--- config.mk ---
export PLATFORM = sky130hd
export DESIGN_NAME = pipelined_rca_adder_flat
export DESIGN_NICKNAME = d
export VERILOG_FILES = /design/src/rtl/pipelined_rca_adder_if.sv /design/src/rtl/pipelined_rca_adder.sv /design/src/flat_wrapper.sv
export SDC_FILE = /design/constraint.sdc
export NUM_CORES = 1
export LEC_CHECK = 0
export BUFFER_PORTS_ARGS = -buffer_cell sky130_fd_sc_hd__buf_4
export CAP_MARGIN = 10
export CORE_ASPECT_RATIO = 1.4
export CORE_UTILIZATION = 55
export DETAILED_ROUTE_END_ITERATION = 8
export GPL_TIMING_DRIVEN = 1
export PLACE_DENSITY_LB_ADDON = 0.2
export SLEW_MARGIN = 30
export SYNTH_ARGS = -nofsm -noshare
export SYNTH_HDL_FRONTEND = slang
export SYNTH_SLANG_ARGS = --single-unit
--- constraint.sdc ---
create_clock -name clk -period 61 [get_ports clk]
set_input_delay 18.3 -clock clk [delete_from_list [all_inputs] [get_ports clk]]
set_output_delay 18.3 -clock clk [all_outputs]
set_load 0.05 [all_outputs]
--- src/rtl/pipelined_rca_adder_if.sv ---
// ---------------------------------------------------------------------------
// pipelined_rca_adder_if
// Handshake bundle for the pipelined ripple-carry adder/subtractor.
//   Request  : in_valid / in_ready, operands a, b, carry-in cin, sub select.
//   Response : out_valid / out_ready, sum, cout, ovf.
// master : the block that issues operations and consumes results.
// slave  : the adder itself.
// ---------------------------------------------------------------------------
interface pipelined_rca_adder_if #(
    parameter int WIDTH = 64
);
    logic             in_valid;
    logic             in_ready;
    logic [WIDTH-1:0] a;
    logic [WIDTH-1:0] b;
    logic             cin;
    logic             sub;
    logic             out_valid;
    logic             out_ready;
    logic [WIDTH-1:0] sum;
    logic             cout;
    logic             ovf;

    modport master (
        output in_valid, a, b, cin, sub, out_ready,
        input  in_ready, out_valid, sum, cout, ovf
    );

    modport slave (
        input  in_valid, a, b, cin, sub, out_ready,
        output in_ready, out_valid, sum, cout, ovf
    );
endinterface

--- src/rtl/pipelined_rca_adder.sv ---
// ---------------------------------------------------------------------------
// pipelined_rca_adder
// Pipelined ripple-carry adder/subtractor. A WIDTH-bit add is cut into
// STAGES = WIDTH/SEG segments; each pipeline stage ripples one SEG-bit
// segment and registers its carry for the next stage. Latency is STAGES
// cycles from the accepting edge, throughput one operation per cycle.
//   clk  : clock, rising edge
//   rst  : synchronous reset, active-high (clears valid bits only)
//   bus  : slave side of pipelined_rca_adder_if
//          in_valid/in_ready, a, b, cin, sub   -> operation request
//          out_valid/out_ready, sum, cout, ovf -> result
// sub=1 computes a + ~b + 1 (cin ignored); cout=1 then means "no borrow".
// ovf is the signed overflow: carry into the MSB XOR carry out of the MSB.
// ---------------------------------------------------------------------------
module pipelined_rca_adder #(
    parameter int WIDTH = 64,
    parameter int SEG   = 8
) (
    input  logic                  clk,
    input  logic                  rst,
    pipelined_rca_adder_if.slave  bus
);
    localparam int STAGES = WIDTH / SEG;

    if (SEG <= 0 || (WIDTH % SEG) != 0) begin : g_bad_seg
        $error("pipelined_rca_adder: WIDTH must be a multiple of SEG");
    end

    // Ripple a single segment. Returns {carry_out, carry_into_msb, sum}.
    function automatic logic [SEG+1:0] rca_seg(
        input logic [SEG-1:0] x,
        input logic [SEG-1:0] y,
        input logic           ci
    );
        logic [SEG-1:0] s;
        logic           c;
        logic           c_msb;
        c     = ci;
        c_msb = ci;
        s     = '0;
        for (int i = 0; i < SEG; i++) begin
            if (i == SEG - 1) c_msb = c;
            s[i] = x[i] ^ y[i] ^ c;
            c    = (x[i] & y[i]) | (c & (x[i] ^ y[i]));
        end
        return {c, c_msb, s};
    endfunction

    // Level k holds an operation with segments 0..k-1 already summed.
    // Level 0 is the accept register, level STAGES drives the outputs.
    logic             vld_p   [0:STAGES];
    logic             carry_p [0:STAGES];
    logic [WIDTH-1:0] sum_p   [0:STAGES];
    logic [WIDTH-1:0] aop_p   [0:STAGES-1];
    logic [WIDTH-1:0] bop_p   [0:STAGES-1];
    logic             ovf_p;

    logic             adv;
    logic [SEG+1:0]   seg_res [0:STAGES-1];
    logic [WIDTH-1:0] sum_nxt [0:STAGES-1];

    // Single global enable: the whole pipe moves unless a result is stuck.
    assign adv = !vld_p[STAGES] || bus.out_ready;

    // ---- stage k: ripple segment k between level k and level k+1 ----
    always_comb begin
        for (int k = 0; k < STAGES; k++) begin
            seg_res[k] = rca_seg(aop_p[k][k*SEG +: SEG],
                                 bop_p[k][k*SEG +: SEG],
                                 carry_p[k]);
            sum_nxt[k] = sum_p[k];
            sum_nxt[k][k*SEG +: SEG] = seg_res[k][SEG-1:0];
        end
    end

    // ---- control: valid bits, the only reset state ----
    always_ff @(posedge clk) begin
        if (rst) begin
            for (int k = 0; k <= STAGES; k++) vld_p[k] <= 1'b0;
        end else if (adv) begin
            vld_p[0] <= bus.in_valid;
            for (int k = 1; k <= STAGES; k++) vld_p[k] <= vld_p[k-1];
        end
    end

    // ---- datapath: level 0 captures effective operands, later levels shift ----
    always_ff @(posedge clk) begin
        if (adv) begin
            aop_p[0]   <= bus.a;
            bop_p[0]   <= bus.sub ? ~bus.b : bus.b;
            carry_p[0] <= bus.sub | bus.cin;
            sum_p[0]   <= '0;
            for (int k = 1; k < STAGES; k++) begin
                aop_p[k] <= aop_p[k-1];
                bop_p[k] <= bop_p[k-1];
            end
            for (int k = 0; k < STAGES; k++) begin
                sum_p[k+1]   <= sum_nxt[k];
                carry_p[k+1] <= seg_res[k][SEG+1];
            end
            ovf_p <= seg_res[STAGES-1][SEG+1] ^ seg_res[STAGES-1][SEG];
        end
    end

    // ---- output: data is not reset, so mask it while no result is held ----
    assign bus.in_ready  = adv;
    assign bus.out_valid = vld_p[STAGES];
    assign bus.sum       = vld_p[STAGES] ? sum_p[STAGES] : '0;
    assign bus.cout      = vld_p[STAGES] & carry_p[STAGES];
    assign bus.ovf       = vld_p[STAGES] & ovf_p;
endmodule

--- src/flat_wrapper.sv ---
// flat-port wrapper written by rule: the top's interface ports become plain ports
module pipelined_rca_adder_flat 
#(
    parameter int WIDTH = 64,
    parameter int SEG   = 8
)
  (clk, rst, bus_in_valid, bus_a, bus_b, bus_cin, bus_sub, bus_out_ready, bus_in_ready, bus_out_valid, bus_sum, bus_cout, bus_ovf);
  pipelined_rca_adder_if #(.WIDTH(WIDTH)) bus_i ();
  input  logic clk;
  input  logic rst;
  input wire logic [$bits(bus_i.in_valid)-1:0] bus_in_valid;
  input wire logic [$bits(bus_i.a)-1:0] bus_a;
  input wire logic [$bits(bus_i.b)-1:0] bus_b;
  input wire logic [$bits(bus_i.cin)-1:0] bus_cin;
  input wire logic [$bits(bus_i.sub)-1:0] bus_sub;
  input wire logic [$bits(bus_i.out_ready)-1:0] bus_out_ready;
  output wire logic [$bits(bus_i.in_ready)-1:0] bus_in_ready;
  output wire logic [$bits(bus_i.out_valid)-1:0] bus_out_valid;
  output wire logic [$bits(bus_i.sum)-1:0] bus_sum;
  output wire logic [$bits(bus_i.cout)-1:0] bus_cout;
  output wire logic [$bits(bus_i.ovf)-1:0] bus_ovf;
  assign bus_i.in_valid = bus_in_valid;
  assign bus_i.a = bus_a;
  assign bus_i.b = bus_b;
  assign bus_i.cin = bus_cin;
  assign bus_i.sub = bus_sub;
  assign bus_i.out_ready = bus_out_ready;
  assign bus_in_ready = bus_i.in_ready;
  assign bus_out_valid = bus_i.out_valid;
  assign bus_sum = bus_i.sum;
  assign bus_cout = bus_i.cout;
  assign bus_ovf = bus_i.ovf;
  pipelined_rca_adder #(.WIDTH(WIDTH), .SEG(SEG)) u_core (.clk(clk), .rst(rst), .bus(bus_i));
endmodule
# Yosys cells after proc, flatten, opt, wreduce, memory -nomap -nowiden
# Memory sizes are Yosys's and may differ from the RTL's.
# Cells that the tools add are included.
# totals
ramBits,1618
n_memories,5
register_bits,1
inputBits,134
elab_cells,359
# classes
muxes,17
n_bitwise,334
n_reduce_logical,2
# mem_list
name,words,word_bits,read_ports,rd_clocked_by_memory_dff,write_ports,line_no,rtl
u_core.sum_p,9,64,9,0,9,pipelined_rca_adder.sv:53,logic [WIDTH-1:0] sum_p [0:STAGES];
u_core.aop_p,8,64,8,0,8,pipelined_rca_adder.sv:54,logic [WIDTH-1:0] aop_p [0:STAGES-1];
u_core.bop_p,8,64,8,0,8,pipelined_rca_adder.sv:55,logic [WIDTH-1:0] bop_p [0:STAGES-1];
u_core.carry_p,9,1,9,0,9,pipelined_rca_adder.sv:52,logic carry_p [0:STAGES];
u_core.vld_p,9,1,9,0,9,pipelined_rca_adder.sv:51,logic vld_p [0:STAGES];
# ops
operator,count
1-bit bitwise AND,130
1-bit bitwise XOR,129
64-bit two-way mux,2
1-bit bitwise OR,74
64-bit NOT,1
1-bit two-way mux,15
1-bit logical NOT,1
1-bit logical OR,1

# Logic depth before layout (Yosys ltp)
# Gate-level depths: netlist of the first run.
# logic_depth
ltp_word,18
depth_mapped,12
ltp_nobuf,12

# Worst setup path before layout of the first run
# No wires, ideal clock.
# synth_path
path_type,input port to output port
from,in bus_out_ready
to,out bus_in_ready
setup_slack_ps,7047
required_ps,42700
path_stages,3
n_path_buf,1
t_arrival_ps,35653
path_cell_list,nor2b_1 -> buf_2 -> inv_1
# synth_via
elab_chain_len,1
# synth_lines
item,line_no,rtl
"start, declared",flat_wrapper.sv:16,input wire logic [$bits(bus_i.out_ready)-1:0] bus_out_ready;
1-bit logical OR,pipelined_rca_adder.sv:63,assign adv = !vld_p[STAGES] || bus.out_ready;
"end, declared",flat_wrapper.sv:17,output wire logic [$bits(bus_i.in_ready)-1:0] bus_in_ready;
# Every way passes these cells.

# Final worst setup path of the first run
# Same ends and word-level chain as after synthesis.

==> results of run 1 <==
-- metrics by stage --
stage	hold slack (ps)	setup WS, ps	instance area, um2	util
final	408.8	23050	34200	0.6528
after global placement	400.2	22780	31660	0.6042
after global routing	417.9	22960	34200	0.6528
after floorplan	400.3	7047	29280	-
after CTS	407.5	22700	34140	0.6516
after detailed placement	404.5	22710	31690	0.6048
-- cell type report --
type                       count  area [um2]
sequential                   883       26520
clock inverter                41       430.4
multi-input combinational    207        2352
fill                        3414       18190
antenna                        2       5.005
clock buffer                  91        2022
inverter                      81       311.5
timing repair buffer         214        1683
tap                          707       884.6
-- logic make-up after synthesis --
| kind of cell | after synthesis | share of synthesized area |
|---|---|---|
| xor+xnor | 65 | 0.01944 |
| simple gates | 78 | 0.01705 |
| flops | 883 | 0.9056 |
| fa+ha+maj | 64 | 0.04376 |
| buf+inv | 97 | 0.01414 |
-- final timing paths --
kind	to	slack, ps
worst max-delay path	bus_in_ready	23050
worst max register to register	u_core.aop_p[0][5]	56300
worst min register to register	u_core.sum_p[0][421]	410
worst min-delay path	u_core.sum_p[0][421]	410
-- layout by cell type (no fill, tap or decap), drive strengths merged --
master	n
nor2b	1
diode	2
xor2	64
inv	82
buf	214
clkbuf	91
nor3b	9
fa	64
or2	1
clkinvlp	4
bufinv	9
edfxtp	883
xnor2	1
and2	66
clkinv	27
nand2b	1
-- layer usage --
metal  track usage  up-vias  part of all wire
met1        0.1627     5236              0.40
met2        0.2238      213              0.52
met4       0.07058        0             0.033
met5             0        -                 0
met3       0.02587       71             0.039
li1              -     5001                 -
-- registers in the layout, summed over array words and instances, names as in the netlist --
name            flops
u_core.aop_p      288
u_core.bop_p      288
u_core.carry_p      9
u_core.ovf_p        1
u_core.sum_p      288
u_core.vld_p        9
-- power breakdown --
group / switching, W / internal [W] / leakage [nW]
combinational: 0.0000150 / 0.0000157 / 2.49
clock: 0.000196 / 0.000274 / 1.19
sequential: 0.0000236 / 0.000777 / 9.36
-- critical path, stage by stage --
cell and delay (ps):
buf_4 110, nor2b_2 470, inv_8 350, buf_4 330
==> key figures, run 1 <==
Run status
  – Status: completed

Floorplanning
  – Die Y: around 280 um
  – Initial Utilization: 0.5588
  – Die area: 54180 um2
  – Site row count: 99
  – I/O Pins: 202
  – Core area: about 52000 um2
  – Die outline width: just under 200 um

Power and ir drop
  – IR drop worst, VDD: approximately 28 uV
  – Pwr dens: 38.07 nW/um2
  – Leakage power total: roughly 13 nW
  – Pwr Total: 0.001302 W

Synthesis
  – Post-synth top area cell: edfxtp_1
  – Async SR Flop Fraction: 0
  – Sequential share of the synthesized area: 0.9056
  – Area fraction of the dominant cell type after synthesis: 0.9056
  – Syn_area_per_cell: between 20 and 25 um2
  – Synth Instances: 1187
  – Post-synth top flop: edfxtp_1
  – Yosys cell types: 15
  – Syn. warnings: 0
  – Syn Nets: 1385
  – Most common library cells after synthesis: edfxtp_1, inv_1, and2_1
  – Number of enable flip-flop cells after synthesis: 883
  – Mapped Area: 29280 um2
  – Yosys reg bits: about 880
  – Cell with the most instances after synthesis: edfxtp_1
  – Ranking of synthesized cells by area: edfxtp_1, fa_1, xor2_1, and2_1, inv_1

Finish
  – Proportion of layout cells with a drive suffix above 1: 0.2109
  – P&R area growth vs syn: 16.82%
  – Nets: 1663
  – Cell Count, Final, Fillers Out: 2226

STA
  – RSZ-0062 raised after global routing: false
  – Setup TNS: 0 ps
  – Slew Limit Fails: 0
  – Least-Margin Pin Slew: 925.6 ps
  – Max-slew headroom: 0.3829
  – FMAX: 0.02635 GHz
  – Final Hold Vio Count: 0
  – Setup violators final: 0
  – Crit share post-route: 0.6221
  – Tmin final: between 30000 and 40000 ps
  – Worst Clk Skew: 18.29 ps

Routing
  – Drt via density: 4.726
  – Final routed DRC violation total: 0
  – WL/cell: 15.69 um
  – Routed WL: 34940 um
  – Routed Antenna Nets: 0
  – Drt first pass iters: 4
  – Iteration-0 DRC Markers: 617
  – Total number of vias: 10520

CTS
  – Hold buffers post-CTS: 0
  – Clock Tree Buf Depth: 3
  – Resized cells post-CTS: 0
  – CTS sink count: 883
  – Reg clk slew, reported paths: 60 ps
  – Clock H-tree levels: 3
  – Worst-skew pair later-pin latency: about 590 ps
  – TritonCTS clock tree: built
  – CTS Buf Count: around 80
  – Root Buffer: clkbuf_16
  – Setup bufs post-CTS: 0

Worst setup path
  – CP Launch Type: input pin
  – Critical Path Start: bus_out_ready
  – WP data required: 42700 ps
  – R2r worst-path depth: 7
  – CP Capture Type: output pin
  – Worst EP arrival: 19650 ps
  – CP max FO: 102
  – Reg2reg start: u_core.vld_p[0][8]
  – CP Class: in2out

Placed design
  – Port bufs: 201
  – Final GP Congestion: 0.7418
  – Dpl cells: 2090
  – Detailed placement HPWL: 19700 um

Global routing
  – Total congestion overflow: 0
  – Vias in the first global route: 10600
  – Largest net degree at the start of global routing: about 120
  – Overall Global Routing Usage: 0.1324
  – Antenna violations before repair: 3
  – First-pass GRT wire length: 53990 um

Min path
  – HP Class: reg2reg
  – Hold wc startpoint: u_core.sum_p[0][357]
  – Hold path cells: 0

Flow run
  – Max-Cap Viols: 0
Note: power is estimated with default switching activity, not from simulation.
==> run 2, diff against run 1 <==
ABC_AREA = 1   (was default)
clock period = 38.9 ns   (was 61 ns; I/O delays follow)
==> run 2 against run 1 <==
  * Cell count rose by 3.8%
  * Total power rose by 58%
  * Core utilization rose by 0.072 points
  * Synthesized cell count rose by 6.4%
  * Global-route usage fell by 0.28 points
  * Highest routed layer unchanged
  * Via count rose by 1.5%
  * Area after synthesis rose by 0.32%
  * Clock power rose by 52%
  * Critical path depth did not move
  * Largest power group unchanged
==> key figures, run 2 <==
Run status
  – Status: completed (unchanged)

Placed design
  – Port bufs: 201 (unchanged)
  – Pre-CTS setup slack: 14640 ps (was 22710 ps)
  – Post-place instance area: 31790 um2 (was 31690 um2)
  – Dpl cells: 2166 (was 2090)
  – Detailed placement HPWL: 19770 um (was 19700 um)
  – Final GP Congestion: 0.7759 (was 0.7418)

Finish
  – P&R area growth vs syn: 16.57% (was 16.82%)
  – Most frequent cells in the layout: edfxtp_1, buf_4, inv_1 (unchanged)
  – Final instance area: 34240 um2 (was 34200 um2)
  – Area of the multi-input gates: 2167 um2 (was 2352 um2)
  – Top flop regs: u_core.aop_p x288, u_core.bop_p x288, u_core.sum_p x288 (unchanged)
  – Fillers: 3434 (was 3414)
  – Proportion of layout cells with a drive suffix above 1: 0.2015 (was 0.2109)
  – Cell Count, Final, Fillers Out: 2310 (was 2226)
  – Final core utilization: 0.6535 (was 0.6528)
  – Antenna Cells: 0 (was 2)
  – Sequential Area: 26520 um2 (unchanged)
  – Commonest non-fill, non-tap cell in the layout: edfxtp_1 (unchanged)
  – Nets: 1739 (was 1663)

Routing
  – Total number of vias: 10680 (was 10520)
  – Drt first pass iters: 4 (unchanged)
  – Routed Antenna Nets: 0 (unchanged)
  – Final routed DRC violation total: 0 (unchanged)
  – WL/cell: 14.88 um (was 15.69 um)
  – Routed WL: 34370 um (was 34940 um)
  – Drt via density: 4.624 (was 4.726)
  – Iteration-0 DRC Markers: 583 (was 617)

Synthesis
  – Syn. warnings: 0 (unchanged)
  – Number of enable flip-flop cells after synthesis: 883 (unchanged)
  – Syn Nets: 1461 (was 1385)
  – Area fraction of the dominant cell type after synthesis: 0.9027 (was 0.9056)
  – Syn_area_per_cell: 23.26 um2 (was 24.67 um2)
  – Most common library cells after synthesis: edfxtp_1, inv_1, nand2_1 (was edfxtp_1, inv_1, and2_1)
  – Ranking of synthesized cells by area: edfxtp_1, fa_1, inv_1, xor2_1, nand2_1 (was edfxtp_1, fa_1, xor2_1, and2_1, inv_1)
  – Async SR Flop Fraction: 0 (unchanged)
  – Mapped Area: 29370 um2 (was 29280 um2)
  – Cell with the most instances after synthesis: edfxtp_1 (unchanged)
  – Yosys cell types: 13 (was 15)
  – Post-synth top flop: edfxtp_1 (unchanged)
  – Sequential share of the synthesized area: 0.9027 (was 0.9056)
  – Yosys reg bits: 883 (unchanged)
  – Synth Instances: 1263 (was 1187)
  – Post-synth top area cell: edfxtp_1 (unchanged)

Worst setup path
  – CP max stage delay: 340 ps (was 470 ps)
  – WP data required: 27230 ps (was 42700 ps)
  – Slowest-stage cell, CP: buf_4 (was nor2b_2)
  – Critical Path Start: bus_out_ready (unchanged)
  – CP Capture Type: output pin (unchanged)
  – Most used cell, CP: buf_4 (unchanged)
  – CP Class: in2out (unchanged)
  – CP max FO: 51 (was 102)
  – CP Launch Type: input pin (unchanged)
  – Critical path's top delay family: buffers and inverters (unchanged)
  – Crit-path cells: buf_4 -> inv_1 -> nand2_8 -> buf_4 (was buf_4 -> nor2b_2 -> inv_8 -> buf_4)
  – Reg2reg start: u_core.vld_p[0][8] (unchanged)
  – Worst Path Buf+Inv: 3 (unchanged)
  – Worst EP arrival: 12570 ps (was 19650 ps)

Power and ir drop
  – Combinational power share: 0.026 (was 0.024)
  – P_sw: 0.0003811 W (was 0.0002349 W)
  – Switching share of power: 0.1849 (was 0.1804)
  – Internal: 0.001680 W (was 0.001067 W)
  – Flop pwr share: 0.627 (was 0.615)
  – Clock share of power: 0.347 (was 0.361)
  – IR drop worst, VDD: 47.17 uV (was 27.93 uV)
  – Leakage power total: 13.57 nW (was 13.04 nW)
  – Pwr dens: 60.20 nW/um2 (was 38.07 nW/um2)

STA
  – Slew Limit Fails: 0 (unchanged)
  – Tmin final: 24240 ps
  – FMAX: 0.04125 GHz
  – Setup TNS: 0 ps (unchanged)
  – Max-slew headroom: 0.3966 (was 0.3829)
  – Worst Clk Skew: 16.29 ps (was 18.29 ps)
  – Final Hold Vio Count: 0 (unchanged)
  – RSZ-0062 raised after global routing: false (unchanged)
  – Crit share post-route: 0.6232
  – Least-Margin Pin Slew: 905.0 ps (was 925.6 ps)
  – Setup violators final: 0 (unchanged)
  – Final WS setup: 14660 ps (was 23050 ps)

Global routing
  – Overall Global Routing Usage: 0.1296 (was 0.1324)
  – Antenna violations before repair: 0 (was 3)
  – Total congestion overflow: 0 (unchanged)
  – First-pass GRT wire length: 53440 um (was 53990 um)
  – Vias in the first global route: 10710 (was 10600)
  – Largest net degree at the start of global routing: 198 (was 121)

CTS
  – Root Buffer: clkbuf_16 (unchanged)
  – Reg clk slew, reported paths: 60 ps (about the same)
  – Clock H-tree levels: 3 (unchanged)
  – Clock Tree Buf Depth: 3 (unchanged)
  – Worst-skew pair later-pin latency: 610 ps (was 590 ps)
  – TritonCTS clock tree: built (unchanged)
  – Hold buffers post-CTS: 0 (unchanged)
  – CTS sink count: 883 (unchanged)
  – Setup bufs post-CTS: 0 (unchanged)
  – Resized cells post-CTS: 0 (unchanged)
  – CTS Buf Count: 78 (unchanged)

Floorplanning
  – Initial Utilization: 0.5606 (was 0.5588)
  – Die outline width: 197.3 um (was 197 um)
  – Core area: 52400 um2 (unchanged)
  – Die Y: 275.4 um (was 275 um)
  – I/O Pins: 202 (unchanged)
  – Die area: 54350 um2 (was 54180 um2)
  – Site row count: 99 (unchanged)

Min path
  – HP Class: reg2reg (unchanged)
  – Hold wc startpoint: u_core.bop_p[0][127] (was u_core.sum_p[0][357])

Flow run
  – Max-Cap Viols: 0 (unchanged)
-- run 2: cell types whose count changed after synthesis, sizes merged --
cell    change
and2       -66
buf         +5
clkbuf      -6
inv        +76
nand2      +68
nand2b      -1
nand3       +1
nor2        +9
nor2b       -1
nor3b       -9
-- run 2: path summary, 6_finish.rpt --
path                                to  cells after the start  slack (ps)
setup reg to reg  u_core.bop_p[0][116]                      7       34600
hold / removal    u_core.bop_p[0][191]                      0         410
setup / recovery          bus_in_ready                      4       14660
hold reg to reg   u_core.bop_p[0][191]                      0         410
-- run 2: logic make-up after synthesis --
group / after synthesis / share of synthesized area
and+or+nand+nor: 79 / 0.01022
adders and majority gates: 64 / 0.04362
buffers and inverters: 172 / 0.02411
xor gates and xnor gates: 65 / 0.01938
DFF: 883 / 0.9027
-- run 2: worst register-to-register path, delay by kind of cell (launching register included) --
family                 cells  cell delay, ps
buffers and inverters      6            3100
flip-flops                 1             350
AND/OR/NAND/NOR            1             450
-- run 2: final cells by class --
type                            count  share of cell area
Clock inverter                     49             0.01012
Multi-Input combinational cell    208             0.06329
Clock buffer                       93             0.05989
Timing Repair Buffer              213             0.04929
Sequential cell                   883              0.7744
Inverter                          157             0.01721
Tap cell                          707             0.02583
-- run 2: power groups by stage --
stage | clock network, W | registers, W | logic (W)
finish | 0.000714 | 0.00129 | 0.0000541
global route | 0.000774 | 0.00131 | 0.0000647
CTS | 0.000739 | 0.00130 | 0.0000564
floorplan | 0 | 0.00130 | 0.0000328
global placement | 0 | 0.00130 | 0.0000525
detailed placement | 0 | 0.00131 | 0.0000561
-- run 2: metrics by stage --
step           power, W  hold WS, ps
2_1_floorplan  0.001329        400.3
3_3_place_gp   0.001356        400.2
3_5_place_dp   0.001371        404.5
4_1_cts        0.002091        403.5
5_1_grt        0.002148        410.4
6_report       0.002061        406.3
-- run 2: metal layers --
metal / track usage / routed length (um) / part of all wire
met1: 0.1603 / 13890 / 0.40
met2: 0.2125 / 17470 / 0.51
met3: 0.02676 / 1624 / 0.047
met4: 0.07895 / 1386 / 0.040
met5: 0 / 0 / 0
